File: src/rtl/load_store_unit.sv
`default_nettype none
// ============================================================================
// Module      : load_store_unit
// Description : RV32 load/store unit. Accepts one pipeline request at a time,
//               drives a word-addressed data memory with byte enables, extracts
//               and sign/zero-extends load data, and reports completion with a
//               one-cycle respValid pulse. A one-cycle GAP state after every
//               access guarantees dmemStoreValid drops between stores.
//               Optional feature macro LSU_MISALIGN_TRAP_EN: misaligned
//               halfword/word accesses trap to a one-cycle FAULT response
//               instead of being truncated to natural alignment.
// Revision    : 1.0 - initial release
// ============================================================================
module load_store_unit (
    input  logic        clock,
    input  logic        reset,
    // pipeline request
    input  logic        reqValid,
    input  logic        reqIsLoad,
    input  logic        reqIsStore,
    input  logic [2:0]  funct3,
    input  logic [31:0] reqAddress,
    input  logic [31:0] reqStoreData,
    // pipeline response
    output logic        reqReady,
    output logic        respValid,
    output logic [31:0] respData,
    output logic        misaligned,
    output logic [31:0] faultAddress,
    // data memory
    output logic [31:0] dmemAddress,
    output logic [31:0] dmemStoreData,
    output logic [3:0]  dmemByteEnable,
    output logic        dmemStoreValid,
    input  logic [31:0] dmemLoadData,
    input  logic        dmemLoadDataValid,
    input  logic        dmemStoreComplete
);

    typedef enum logic [2:0] {
        ST_IDLE  = 3'd0,
        ST_LOAD  = 3'd1,
        ST_STORE = 3'd2,
        ST_GAP   = 3'd3,
        ST_FAULT = 3'd4
    } state_t;

    localparam logic [1:0] SIZE_B = 2'd0;
    localparam logic [1:0] SIZE_H = 2'd1;
    localparam logic [1:0] SIZE_W = 2'd2;

    // Access width from funct3. The unsigned codes only exist for loads, so a
    // store carrying 100/101 (or any unknown code) is handled as a word.
    function automatic logic [1:0] decode_size(input logic [2:0] code, input logic is_store);
        logic [1:0] size;
        case (code)
            3'b000:  size = SIZE_B;
            3'b001:  size = SIZE_H;
            3'b100:  size = is_store ? SIZE_W : SIZE_B;
            3'b101:  size = is_store ? SIZE_W : SIZE_H;
            default: size = SIZE_W;
        endcase
        return size;
    endfunction

    // Byte offset truncated to the natural alignment of the access size.
    function automatic logic [1:0] natural_offset(input logic [1:0] size, input logic [1:0] a);
        logic [1:0] off;
        case (size)
            SIZE_B:  off = a;
            SIZE_H:  off = {a[1], 1'b0};
            default: off = 2'b00;
        endcase
        return off;
    endfunction

    state_t      state_q, state_d;
    logic [31:0] addr_q, addr_d;
    logic [2:0]  funct3_q, funct3_d;
    logic [31:0] store_data_q, store_data_d;
    logic [31:0] resp_data_q, resp_data_d;
    logic [31:0] fault_address_q, fault_address_d;

    logic        w_req_fire;
    logic [1:0]  w_op_size;
    logic [1:0]  w_offset;
    logic [7:0]  w_load_byte;
    logic [15:0] w_load_half;
    logic [31:0] w_load_result;
    logic [3:0]  w_store_be;
    logic [31:0] w_store_data;

    assign reqReady   = (state_q == ST_IDLE) && !reset;
    assign w_req_fire = reqValid && reqReady && (reqIsLoad || reqIsStore);

    // Size and lane offset of the access currently in flight.
    assign w_op_size = decode_size(funct3_q, state_q == ST_STORE);
    assign w_offset  = natural_offset(w_op_size, addr_q[1:0]);

`ifdef LSU_MISALIGN_TRAP_EN
    logic [1:0] w_req_size;
    logic       w_req_misaligned;

    assign w_req_size       = decode_size(funct3, reqIsStore);
    assign w_req_misaligned = ((w_req_size == SIZE_H) && reqAddress[0]) ||
                              ((w_req_size == SIZE_W) && (reqAddress[1:0] != 2'b00));
`endif

    // Select the addressed byte / halfword lane of the returned word.
    always_comb begin
        w_load_byte = dmemLoadData[7:0];
        case (w_offset)
            2'd0: w_load_byte = dmemLoadData[7:0];
            2'd1: w_load_byte = dmemLoadData[15:8];
            2'd2: w_load_byte = dmemLoadData[23:16];
            2'd3: w_load_byte = dmemLoadData[31:24];
            default: w_load_byte = dmemLoadData[7:0];
        endcase
        w_load_half = w_offset[1] ? dmemLoadData[31:16] : dmemLoadData[15:0];
    end

    // Sign- or zero-extend the selected lane according to funct3.
    always_comb begin
        case (funct3_q)
            3'b000:  w_load_result = {{24{w_load_byte[7]}}, w_load_byte};
            3'b100:  w_load_result = {24'd0, w_load_byte};
            3'b001:  w_load_result = {{16{w_load_half[15]}}, w_load_half};
            3'b101:  w_load_result = {16'd0, w_load_half};
            default: w_load_result = dmemLoadData;
        endcase
    end

    // Store byte enables and lane-replicated store data.
    always_comb begin
        case (w_op_size)
            SIZE_B: begin
                w_store_be   = 4'b0001 << w_offset;
                w_store_data = {4{store_data_q[7:0]}};
            end
            SIZE_H: begin
                w_store_be   = 4'b0011 << w_offset;
                w_store_data = {2{store_data_q[15:0]}};
            end
            default: begin
                w_store_be   = 4'b1111;
                w_store_data = store_data_q;
            end
        endcase
    end

    // Next-state and register-update logic for the access sequencer.
    always_comb begin
        state_d         = state_q;
        addr_d          = addr_q;
        funct3_d        = funct3_q;
        store_data_d    = store_data_q;
        resp_data_d     = resp_data_q;
        fault_address_d = fault_address_q;

        case (state_q)
            ST_IDLE: begin
                if (w_req_fire) begin
                    addr_d       = reqAddress;
                    funct3_d     = funct3;
                    store_data_d = reqStoreData;
`ifdef LSU_MISALIGN_TRAP_EN
                    if (w_req_misaligned) begin
                        state_d         = ST_FAULT;
                        resp_data_d     = 32'd0;
                        fault_address_d = reqAddress;
                    end else if (reqIsStore) begin
                        state_d = ST_STORE;
                    end else begin
                        state_d = ST_LOAD;
                    end
`else
                    state_d = reqIsStore ? ST_STORE : ST_LOAD;
`endif
                end
            end
            ST_LOAD: begin
                if (dmemLoadDataValid) begin
                    resp_data_d = w_load_result;
                    state_d     = ST_GAP;
                end
            end
            ST_STORE: begin
                if (dmemStoreComplete) begin
                    resp_data_d = 32'd0;
                    state_d     = ST_GAP;
                end
            end
            ST_GAP:   state_d = ST_IDLE;
            ST_FAULT: state_d = ST_IDLE;
            default:  state_d = ST_IDLE;
        endcase
    end

    // State and datapath registers; reset aborts any access in progress.
    always_ff @(posedge clock) begin
        if (reset) begin
            state_q         <= ST_IDLE;
            addr_q          <= 32'd0;
            funct3_q        <= 3'd0;
            store_data_q    <= 32'd0;
            resp_data_q     <= 32'd0;
            fault_address_q <= 32'd0;
        end else begin
            state_q         <= state_d;
            addr_q          <= addr_d;
            funct3_q        <= funct3_d;
            store_data_q    <= store_data_d;
            resp_data_q     <= resp_data_d;
            fault_address_q <= fault_address_d;
        end
    end

    assign respValid      = (state_q == ST_GAP) || (state_q == ST_FAULT);
    assign respData       = resp_data_q;
    assign faultAddress   = fault_address_q;
`ifdef LSU_MISALIGN_TRAP_EN
    assign misaligned     = (state_q == ST_FAULT);
`else
    assign misaligned     = 1'b0;
`endif

    assign dmemAddress    = {addr_q[31:2], 2'b00};
    assign dmemStoreValid = (state_q == ST_STORE);
    assign dmemByteEnable = (state_q == ST_STORE) ? w_store_be : 4'b0000;
    assign dmemStoreData  = (state_q == ST_STORE) ? w_store_data : 32'd0;

endmodule
`default_nettype wire

File: config.mk
export PLATFORM = sky130hd
export DESIGN_NAME = load_store_unit
export DESIGN_NICKNAME = d
export VERILOG_FILES = /design/src/rtl/load_store_unit.sv
export SDC_FILE = /design/constraint.sdc
export NUM_CORES = 1
export LEC_CHECK = 0
export ABC_AREA = 1
export CAP_MARGIN = 20
export CORE_MARGIN = 2
export CORE_UTILIZATION = 40
export DETAILED_ROUTE_END_ITERATION = 10
export PLACE_DENSITY = 0.79
export SETUP_SLACK_MARGIN = 0.5
export SLEW_MARGIN = 0
export SYNTH_ARGS = -nofsm -noshare
export SYNTH_HDL_FRONTEND = slang
export SYNTH_SLANG_ARGS = --single-unit
File: constraint.sdc
create_clock -name clock -period 4.9 [get_ports clock]
set_input_delay 0.735 -clock clock [delete_from_list [all_inputs] [get_ports clock]]
set_output_delay 0.735 -clock clock [all_outputs]
set_load 0.1 [all_outputs]
== Word-level counts from Yosys, hierarchy flattened ==
Index checks and enable logic that the tools add are counted.

* Bits in registers: 102
* Input port bits: 106

* Eq/ne operators: 14
* Shifts and indexed selects: 2
* Mux-type cells: 19
* Reductions and logical operators: 14

{| class="wikitable"
|+ Operators with widths
! cell !! number
|-
| case mux 32 bit (2 select lines) || 2
|-
| case mux 32 bit (4 select lines) || 1
|-
| 2-to-1 mux 32 bit || 3
|-
| case mux 8 bit (4 select lines) || 1
|-
| 2-to-1 mux 16 bit || 1
|-
| equality test 3 bit, second input constant || 3
|-
| 2-to-1 mux 3 bit || 3
|-
| case mux 3 bit (3 select lines) || 1
|-
| case mux 2 bit (4 select lines) || 1
|-
| case mux 4 bit (2 select lines) || 1
|-
| equality test 3 x 1 -> 1 bit, second input constant || 2
|-
| equality test 3 x 2 -> 1 bit, second input constant || 2
|-
| zero test 3 bit || 2
|-
| 2-to-1 mux 2 bit || 3
|-
| AND reduction 3 bit || 2
|-
| equality test 2 x 1 -> 1 bit, second input constant || 2
|-
| equality test 2 bit, second input constant || 2
|-
| zero test 2 bit || 2
|-
| 2-to-1 mux 4 bit || 1
|-
| inequality test 2 bit, second input constant || 2
|-
| case mux 2 bit (2 select lines) || 1
|-
| left shift 1 x 2 -> 4 bit, first input constant || 1
|-
| left shift 2 x 2 -> 4 bit, first input constant || 1
|-
| logical AND 1 bit || 3
|-
| 5 further kinds || 6
|}

== Logic depth before layout (Yosys ltp) ==
Gate-level depths: netlist of run 1.

* Depth in word-level cells: 10
* Mapped depth: 16
* Mapped depth without buffers: 14

== Worst setup path after synthesis of run 1 ==
Ideal clock, no wire load.

* Kind: register to output
* From: register state_q[0]
* To: output port dmemByteEnable[1]
* Arrival time: 3.940 ns
* Required time: 4.165 ns
* Setup slack: 0.225 ns
* Stages on the path, launching flop included: 9
* Path through: dfxtp_1 inv_1 ha_1 nand2_1 inv_1 nand2_4 nand3_1 nor2_1 nor3_1

* Cells in the longest elaborated chain, start to end: 8
* Elaborated cells between the ends (all ways): 11

{| class="wikitable"
|+ Ends and longest elaborated chain
! what !! line !! RTL
|-
| start: declaration || 77 || <nowiki>state_t state_q, state_d;</nowiki>
|-
| start signal: assignment || 209 || <nowiki>state_q <= state_d;</nowiki>
|-
| equality test 3 x 2 -> 1 bit * || n/a ||
|-
| via dmemStoreValid || 34 || <nowiki>output logic dmemStoreValid,</nowiki>
|-
| 2-to-1 mux 2 bit (on tied branches) || 60, 59 ||
|-
| case mux 2 bit (4 select lines) || 56 || <nowiki>case (code)</nowiki>
|-
| equality test 2 x 1 -> 1 bit or zero test 2 bit (tied branches) || 69, 135 ||
|-
| case mux 2 bit (2 select lines) || 69 || <nowiki>case (size)</nowiki>
|-
| left shift 2 x 2 -> 4 bit or left shift 1 x 2 -> 4 bit (tied branches) || 141, 137 ||
|-
| case mux 4 bit (2 select lines) || 135 || <nowiki>case (w_op_size)</nowiki>
|-
| 2-to-1 mux 4 bit * || 229 || <nowiki>assign dmemByteEnable = (state_q == ST_STORE) ? w_store_be : 4'b0000;</nowiki>
|-
| end: declaration || 33 || <nowiki>output logic [3:0] dmemByteEnable,</nowiki>
|}

Mark *: on every way through the listed nets, which the timed path passes. The rest lies on a longest branch.

== Worst setup path after layout of run 1 ==
* From: register state_q[0]
* To: output port dmemStoreData[10]

* Cells in the longest elaborated chain, start to end: 6
* Elaborated cells between the ends (all ways): 8

{| class="wikitable"
|+ Ends and longest elaborated chain
! what !! line !! RTL
|-
| equality test 3 x 2 -> 1 bit * || 97, 230 ||
|-
| 2-to-1 mux 2 bit (on tied branches) || 60, 59 ||
|-
| case mux 2 bit (4 select lines) || 56 ||
|-
| equality test 2 x 1 -> 1 bit or zero test 2 bit (tied branches) || 135 ||
|-
| case mux 32 bit (2 select lines) || 135 ||
|-
| 2-to-1 mux 32 bit * || 230 || <nowiki>assign dmemStoreData = (state_q == ST_STORE) ? w_store_data : 32'd0;</nowiki>
|-
| end: declaration || 32 || <nowiki>output logic [31:0] dmemStoreData,</nowiki>
|}

Mark *: on every way between the ends. The rest lies on a longest branch, timed or not.

==> results.ini, run 1 <==
[finish]
drive_above_1_share_pct = 9.297
synthToLayoutAreaGrowth_pct = 39.44
fin_area_mm2 = 0.007569
fillers = 1225
diodes = 0
nNetsFinal = 1031

[detailed_routing]
vias = 5324
ant_nets = 0
first_pass_iters = 5
viasPerCell = 4.836
wirelength_um = 15690
drc = 0
post_drt_wl_per_cell_um = 14.25
drt_iter0_drc = 487

[clocking]
clockRootBuffer = clkbuf_16
clk_path_buf_depth = 2
post_cts_buffers = 0
postCtsHoldBufs = 0
cts.sinks = 101
cts_tree = done
numCtsBuffers = 9
post_cts.resized_instances = 0
clk_pin_slew_ns = 0.07
htreeDepth = 3
clkLatencyLatePin_ns = 0.34

[synthesis]
synth-edff-count = 0
async_reset_ff_share_pct = 0
ys_top_cells_by_area = dfxtp_1 (37%), nand2_1 (11%), a21oi_1 (11%), buf_4 (9.1%), inv_1 (5.4%)
ys_types = 31
synth_top_area_share_pct = 37.25
yosysWarnings = 0
yosys.area.top_type = dfxtp_1
synth_seq_area_share_pct = 37.25
synth_common_cells = nand2_1 (162), a21oi_1 (120), dfxtp_1 (101), inv_1 (78), buf_4 (66)
yosysMostFrequentCell = nand2_1
syn-cell-area_mm2 = 0.005428
syn_inst = 776
synth_ff_type = dfxtp_1
post_synth.cell_area_avg_um2 = 6.994
ys_seq_elements = 101

[place]
pre_cts_ws_ns = 1.330
dpl-instance-area_mm2 = 0.007173
io_buffers = 206
globalplace.congestion = 0.8387
post-dp-hpwl_um = 11000

[global_route]
grt_pass1_vias = 4771
grt_overflow = 0
grt_usage_pct = 21.18
grt_pass1_wl_um = 24550
grt_max_degree = 104
antenna_found_initial = 0

[power_and_ir_drop]
fin_total_pwr_mw = 4.365
powerDensity_mw_per_mm2 = 576.8
p_leak_nw = 3.103
max-vdd-ir-drop_v = 0.0004255

[worst_setup_path]
end_kind = output port
arrival_ns = 2.82
regToRegSetupSlack_ns = 2.03
critPathRequiredTime_ns = 4.16
cp_max_fo = 27
worstSetupStartpointType = flop
path_class = reg -> out

[die]
die_y_um = 120.5
dieWidth_um = 120.5
initial_core_util_pct = 40.99
io_pins = 242
fp-row-count = 42
core-area_mm2 = 0.01324
die-area_mm2 = 0.01452

[sta]
setup_violations = 0
finalWorstSetupSlack_ns = 1.349
max_freq_ghz = 0.2816
drv_slew = 0
fin_skew_ns = 0.003720
final-hold-violation-count = 0
fin_crit_ns = 3.551
slew_headroom_pct = 29.29
worstMarginPinSlew_ns = 1.057
final.setup.tns_ns = 0
rsz0062_at_grt = false
finalCritPeriodShare_pct = 72.47

[outcome]
status = finished, final reports clean

[worst_hold_path]
hold_class = reg -> reg

[flow_run]
cap_violations = 0

cell type report:
type / instances / area, um2 / share of cell area, %
Multi-Input combinational cell: 513 / 2541 / 33.58
Timing Repair Buffer: 213 / 2165 / 28.60
Sequential cell: 101 / 2022 / 26.72
Inverter: 82 / 307.8 / 4.067
Clock buffer: 13 / 270.3 / 3.571
Tap cell: 176 / 220.2 / 2.910
Clock inverter: 3 / 42.54 / 0.5621
routing by layer:
| metal | share of wire [%] | global-route usage (%) | vias up |
|---|---|---|---|
| met5 | 0 | 0 | - |
| met4 | 1.9 | 7.994 | 0 |
| met3 | 7.6 | 4.151 | 23 |
| met1 | 45 | 28.74 | 2372 |
| li1 | - | - | 2707 |
| met2 | 46 | 33.30 | 222 |
worst max-delay path, cell delays in order (launching register included):
cell and delay (ns):
dfxtp_1 0.36, inv_1 0.11, ha_1 0.20, buf_4 0.21
nand2_1 0.14, nand2_1 0.07, nand2_2 0.14, nand3_1 0.37
o22ai_1 0.24, o21ai_0 0.13, a21oi_1 0.18, buf_4 0.32
sequential cells by signal, indices dropped and copies added (netlist names):
register and count:
addr_q 32, respData 32, store_data_q 32, funct3_q 3
state_q 2
stage by stage:
stage / std cells / util (%) / hold WS [ns]
after floorplan: 810 / - / 0.4396
after global placement: 1082 / 54.17 / 0.4513
after detailed placement: 1082 / 54.17 / 0.4552
after CTS: 1098 / 56.53 / 0.4657
after global routing: 1101 / 57.15 / 0.4797
final: 1101 / 57.15 / 0.4626
cell usage in the layout (no fill, tap or decap), types with 2 or more instances in the layout:
master,Yosys,routed
a211oi_1,37,37
a21oi_1,120,120
a21oi_2,10,10
buf_12,0,5
buf_16,0,3
buf_4,66,28
clkbuf_16,0,9
clkbuf_8,0,3
clkdlybuf4s50_1,0,177
conb_1,1,35
dfxtp_1,101,101
ha_1,5,5
inv_1,78,78
inv_2,3,3
nand2_1,162,161
nand2_2,11,11
nand2_4,1,2
nand3_1,14,14
nand3_4,2,2
nor2_1,60,60
nor2_2,2,2
nor3_2,0,2
o211ai_1,7,7
o21ai_0,31,31
o22ai_1,8,8
power by group:
part / switching [mW] / internal (mW) / leakage, nW / total (mW)
clock: 0.312 / 0.438 / 0.152 / 0.750
combinational: 1.93 / 0.622 / 2.13 / 2.55
sequential: 0.0865 / 0.980 / 0.824 / 1.07
path summary, 6_finish.rpt:
| kind | startpoint | end | cells after the start |
|---|---|---|---|
| min reg2reg | addr_q[8] | addr_q[8] | 2 |
| max reg2reg | state_q[0] | respData[16] | 15 |
| min | addr_q[8] | addr_q[8] | 2 |
| max | state_q[0] | dmemStoreData[10] | 11 |
kinds of logic after synthesis:
kind of cell               count (synthesis)  share of synthesized area, %
DFF                                      101                         37.25
AOI/OAI and AO/OA                        215                         22.84
buffers and inverters                    196                         18.60
other                                      1                       0.06909
and+or+nand+nor                          258                         20.08
adders and majority gates                  5                         1.153
Power figures use the tool's default switching activity.
==> inputs of run 2 (changes only) <==
Settings changed: CORE_UTILIZATION 40 to 38.
Clock period 4.9 ns to 3 ns, I/O delays scaled along.
==> run 2 against run 1 <==
Effect of this change: sequential share of layout area shrank 2.7 points; setup slack got worse by 0.84 ns; worst hold slack better by 0.0031 ns; non-clock buffer count is 26 higher; power grew 73%; critical path depth is 2 lower; cell area rose by 12%; critical path type unchanged; clock power rose by 53%; core utilization grew 3.5 points; largest cell class unchanged; count of clock-buffer cells in the layout is 4 lower; combinational power up 83%.
==> results.ini, run 2 (same netlist as run 1, synthesis figures left out) <==
[outcome]
status = finished, final reports clean  ; unchanged

[global_route]
grt_overflow = 0  ; unchanged
grt_pass1_wl_um = 25140  ; was 24,550 um
top_usage_layer = met2  ; unchanged
grt_max_degree = 102  ; was 104
antenna_found_initial = 0  ; unchanged
grt_usage_pct = 21.12  ; was 21.18%
globalRouteMet1Util_pct = 26.66  ; was 28.74%
grt_pass1_vias = 4906  ; was 4,771
gr-usage-met3_pct = 4.797  ; was 4.151%
globalRouteMet2Util_pct = 35.10  ; was 33.30%

[die]
io_pins = 242  ; unchanged
core-area_mm2 = 0.01393  ; was 0.01324 mm2
die_y_um = 123.5  ; was 120.5 um
dieWidth_um = 123.5  ; was 120.5 um
fp-row-count = 43  ; was 42
initial_core_util_pct = 38.95  ; was 40.99%
die-area_mm2 = 0.01526  ; was 0.01452 mm2

[worst_setup_path]
r2r_end = respData[23]  ; was respData[16]
worstPathCellList = inv_4 > ha_4 > nand2_4 > buf_6 > nand3_4 > buf_4 > o221ai_2 > a21oi_2 > buf_12  ; was inv_1 > ha_1 > buf_4 > nand2_1 > nand2_1 > nand2_2 > nand3_1 > o22ai_1 > o21ai_0 > a21oi_1 > buf_4
crit_family = buffers and inverters  ; was simple AND/OR/NAND/NOR gates
timing.rr.start = state_q[0]  ; unchanged
end_kind = output port  ; unchanged
startpoint = state_q[0]  ; unchanged
worstSetupPathDepth = 9  ; was 11
slowest_stage = dfxtp_2  ; was nand3_1
cpPeakStageDelay_ns = 0.36  ; was 0.37 ns
critPathBufInv = 4  ; was 3
arrival_ns = 2.04  ; was 2.82 ns
timing.critical_path.to = dmemStoreData[15]  ; was dmemStoreData[10]
path_class = reg -> out  ; unchanged
critPathRequiredTime_ns = 2.55  ; was 4.16 ns
regToRegSetupSlack_ns = 0.64  ; was 2.03 ns
r2r_cells = 15  ; unchanged
worstSetupStartpointType = flop  ; unchanged
cp_max_fo = 8  ; was 27

[power_and_ir_drop]
p_leak_nw = 3.515  ; was 3.103 nW
swShare_pct = 54.57  ; was 53.28%
p_int_mw = 3.438  ; was 2.039 mW
power_frac_seq_pct = 23.3  ; was 24.4%
p_comb_share_pct = 61.5  ; was 58.4%
powerDensity_mw_per_mm2 = 895.2  ; was 576.8 mW/mm2
fin_total_pwr_mw = 7.567  ; was 4.365 mW
p_sw_mw = 4.129  ; was 2.326 mW
pwr-share-clk_pct = 15.2  ; was 17.2%
max-vdd-ir-drop_v = 0.0008604  ; was 0.0004255 V

[worst_hold_path]
hold_class = reg -> reg  ; unchanged
min_path_cells = 2  ; unchanged

[finish]
fin_cells = 1134  ; was 1,101
drive_above_1_share_pct = 25.89  ; was 9.297%
final_util_pct = 60.66  ; was 57.15%
most-common-layout-cells = nand2_1 (157), clkdlybuf4s50_1 (104), buf_4 (99), dfxtp_1 (98), a21oi_1 (96)  ; was clkdlybuf4s50_1 (177), nand2_1 (161), a21oi_1 (120), dfxtp_1 (101), inv_1 (78)
diodes = 0  ; unchanged
nNetsFinal = 1060  ; was 1,031
synthToLayoutAreaGrowth_pct = 55.74  ; was 39.44%
fin_area_mm2 = 0.008453  ; was 0.007569 mm2
layout_commonest_cell = nand2_1  ; was clkdlybuf4s50_1

[clocking]
clk_path_buf_depth = 2  ; unchanged
cts.sinks = 101  ; unchanged
clkLatencyLatePin_ns = 0.36  ; was 0.34 ns
numCtsBuffers = 9  ; unchanged
clk_pin_slew_ns = 0.07  ; about the same
clockRootBuffer = clkbuf_16  ; unchanged
htreeDepth = 3  ; unchanged
cts_tree = done  ; unchanged

[detailed_routing]
post_drt_wl_per_cell_um = 14.85  ; was 14.25 um
vias = 5483  ; was 5,324
viasPerCell = 4.835  ; was 4.836
ant_nets = 0  ; unchanged
wirelength_um = 16840  ; was 15,690 um
drt_iter0_drc = 413  ; was 487
drc = 0  ; unchanged
first_pass_iters = 5  ; unchanged

[sta]
finalCritPeriodShare_pct = 83.09
drv_slew = 0  ; unchanged
worstMarginPinSlew_ns = 0.6486  ; was 1.057 ns
final.setup.tns_ns = 0  ; unchanged
finalWorstSetupSlack_ns = 0.5073  ; was 1.349 ns
fin_crit_ns = 2.493
whs_ns = 0.4657  ; was 0.4626 ns
final-hold-violation-count = 0  ; unchanged
rsz0062_at_grt = true  ; was false
fin_skew_ns = 0.01034  ; was 0.003720 ns
setup_violations = 0  ; unchanged
slew_headroom_pct = 56.76  ; was 29.29%
max_freq_ghz = 0.4012

[place]
globalplace.congestion = 0.8349  ; was 0.8387
post-dp-hpwl_um = 11520  ; was 11,000 um
pre_cts_ws_ns = 0.3822  ; was 1.330 ns
io_buffers = 206  ; unchanged
dp_cells = 1100  ; was 1,082
dpl-instance-area_mm2 = 0.007746  ; was 0.007173 mm2

[flow_run]
cap_violations = 0  ; unchanged

## run 2: cell count changes in the layout (fill, tap and decap cells not counted), sizes merged, moves of 2 or more
cell and delta:
buf +99, clkinv +2, clkdlybuf4s50 -73, inv +2
nand3 +2, clkbuf -4
## run 2: worst min path at each step
stage,start,to,slack [ns]
after floorplan,addr_q[10],addr_q[10],0.45
after global placement,addr_q[4],addr_q[4],0.45
after detailed placement,respData[6],respData[6],0.46
after CTS,respData[6],respData[6],0.47
after global routing,addr_q[8],addr_q[8],0.49
final,addr_q[27],addr_q[27],0.47
## run 2: per-layer routing
| metal | vias to the layer above | wire length (um) |
|---|---|---|
| li1 | 2778 | - |
| met1 | 2454 | 7058 |
| met2 | 222 | 8025 |
| met3 | 29 | 1334 |
| met4 | 0 | 425 |
| met5 | - | 0 |
## run 2: worst reg2reg max path: stages, from the launching register on
cell and delay [ns]:
dfxtp_2 0.34, inv_4 0.08, ha_4 0.15, nand2_4 0.07, nand2_2 0.12, nand2_8 0.10
buf_4 0.18, nand3_2 0.08, buf_4 0.28, nand2_1 0.09, nand3_1 0.14, clkinv_1 0.07
nand2_1 0.18, nand3_4 0.20, nand2_2 0.11, a21oi_2 0.05
## run 2: power by group through the flow
stage          Sequential [mW]  Clock [mW]  Combinational (mW)
6_report                  1.76        1.15                4.66
5_1_grt                   1.79        1.23                4.90
4_1_cts                   1.76        1.18                4.59
3_5_place_dp              1.77           0                4.43
3_3_place_gp              1.77           0                4.40
2_1_floorplan             2.75           0                2.49
## run 2: area by class of cell
class                   count  area, um2
well taps                 180      225.2
flip-flops and latches    101       2031
clock inverters             7      68.82
repair buffers            239       2487
inverters                  82      312.8
fillers                  1199       5482
multi-input cells         516       3103
clock buffers               9      225.2
## run 2: what timing repair did
| action | 4_1_cts | 5_1_grt |
|---|---|---|
| gates resized for setup | 37 | 9 |
| gates cloned | 2 | 1 |
| pin swaps | 10 | 7 |
| endpoints found under the hold margin | 0 | 0 |
| endpoints found under the setup margin | 27 | 36 |
| buffers inserted | 8 | 6 |
| hold buffers | 0 | 0 |
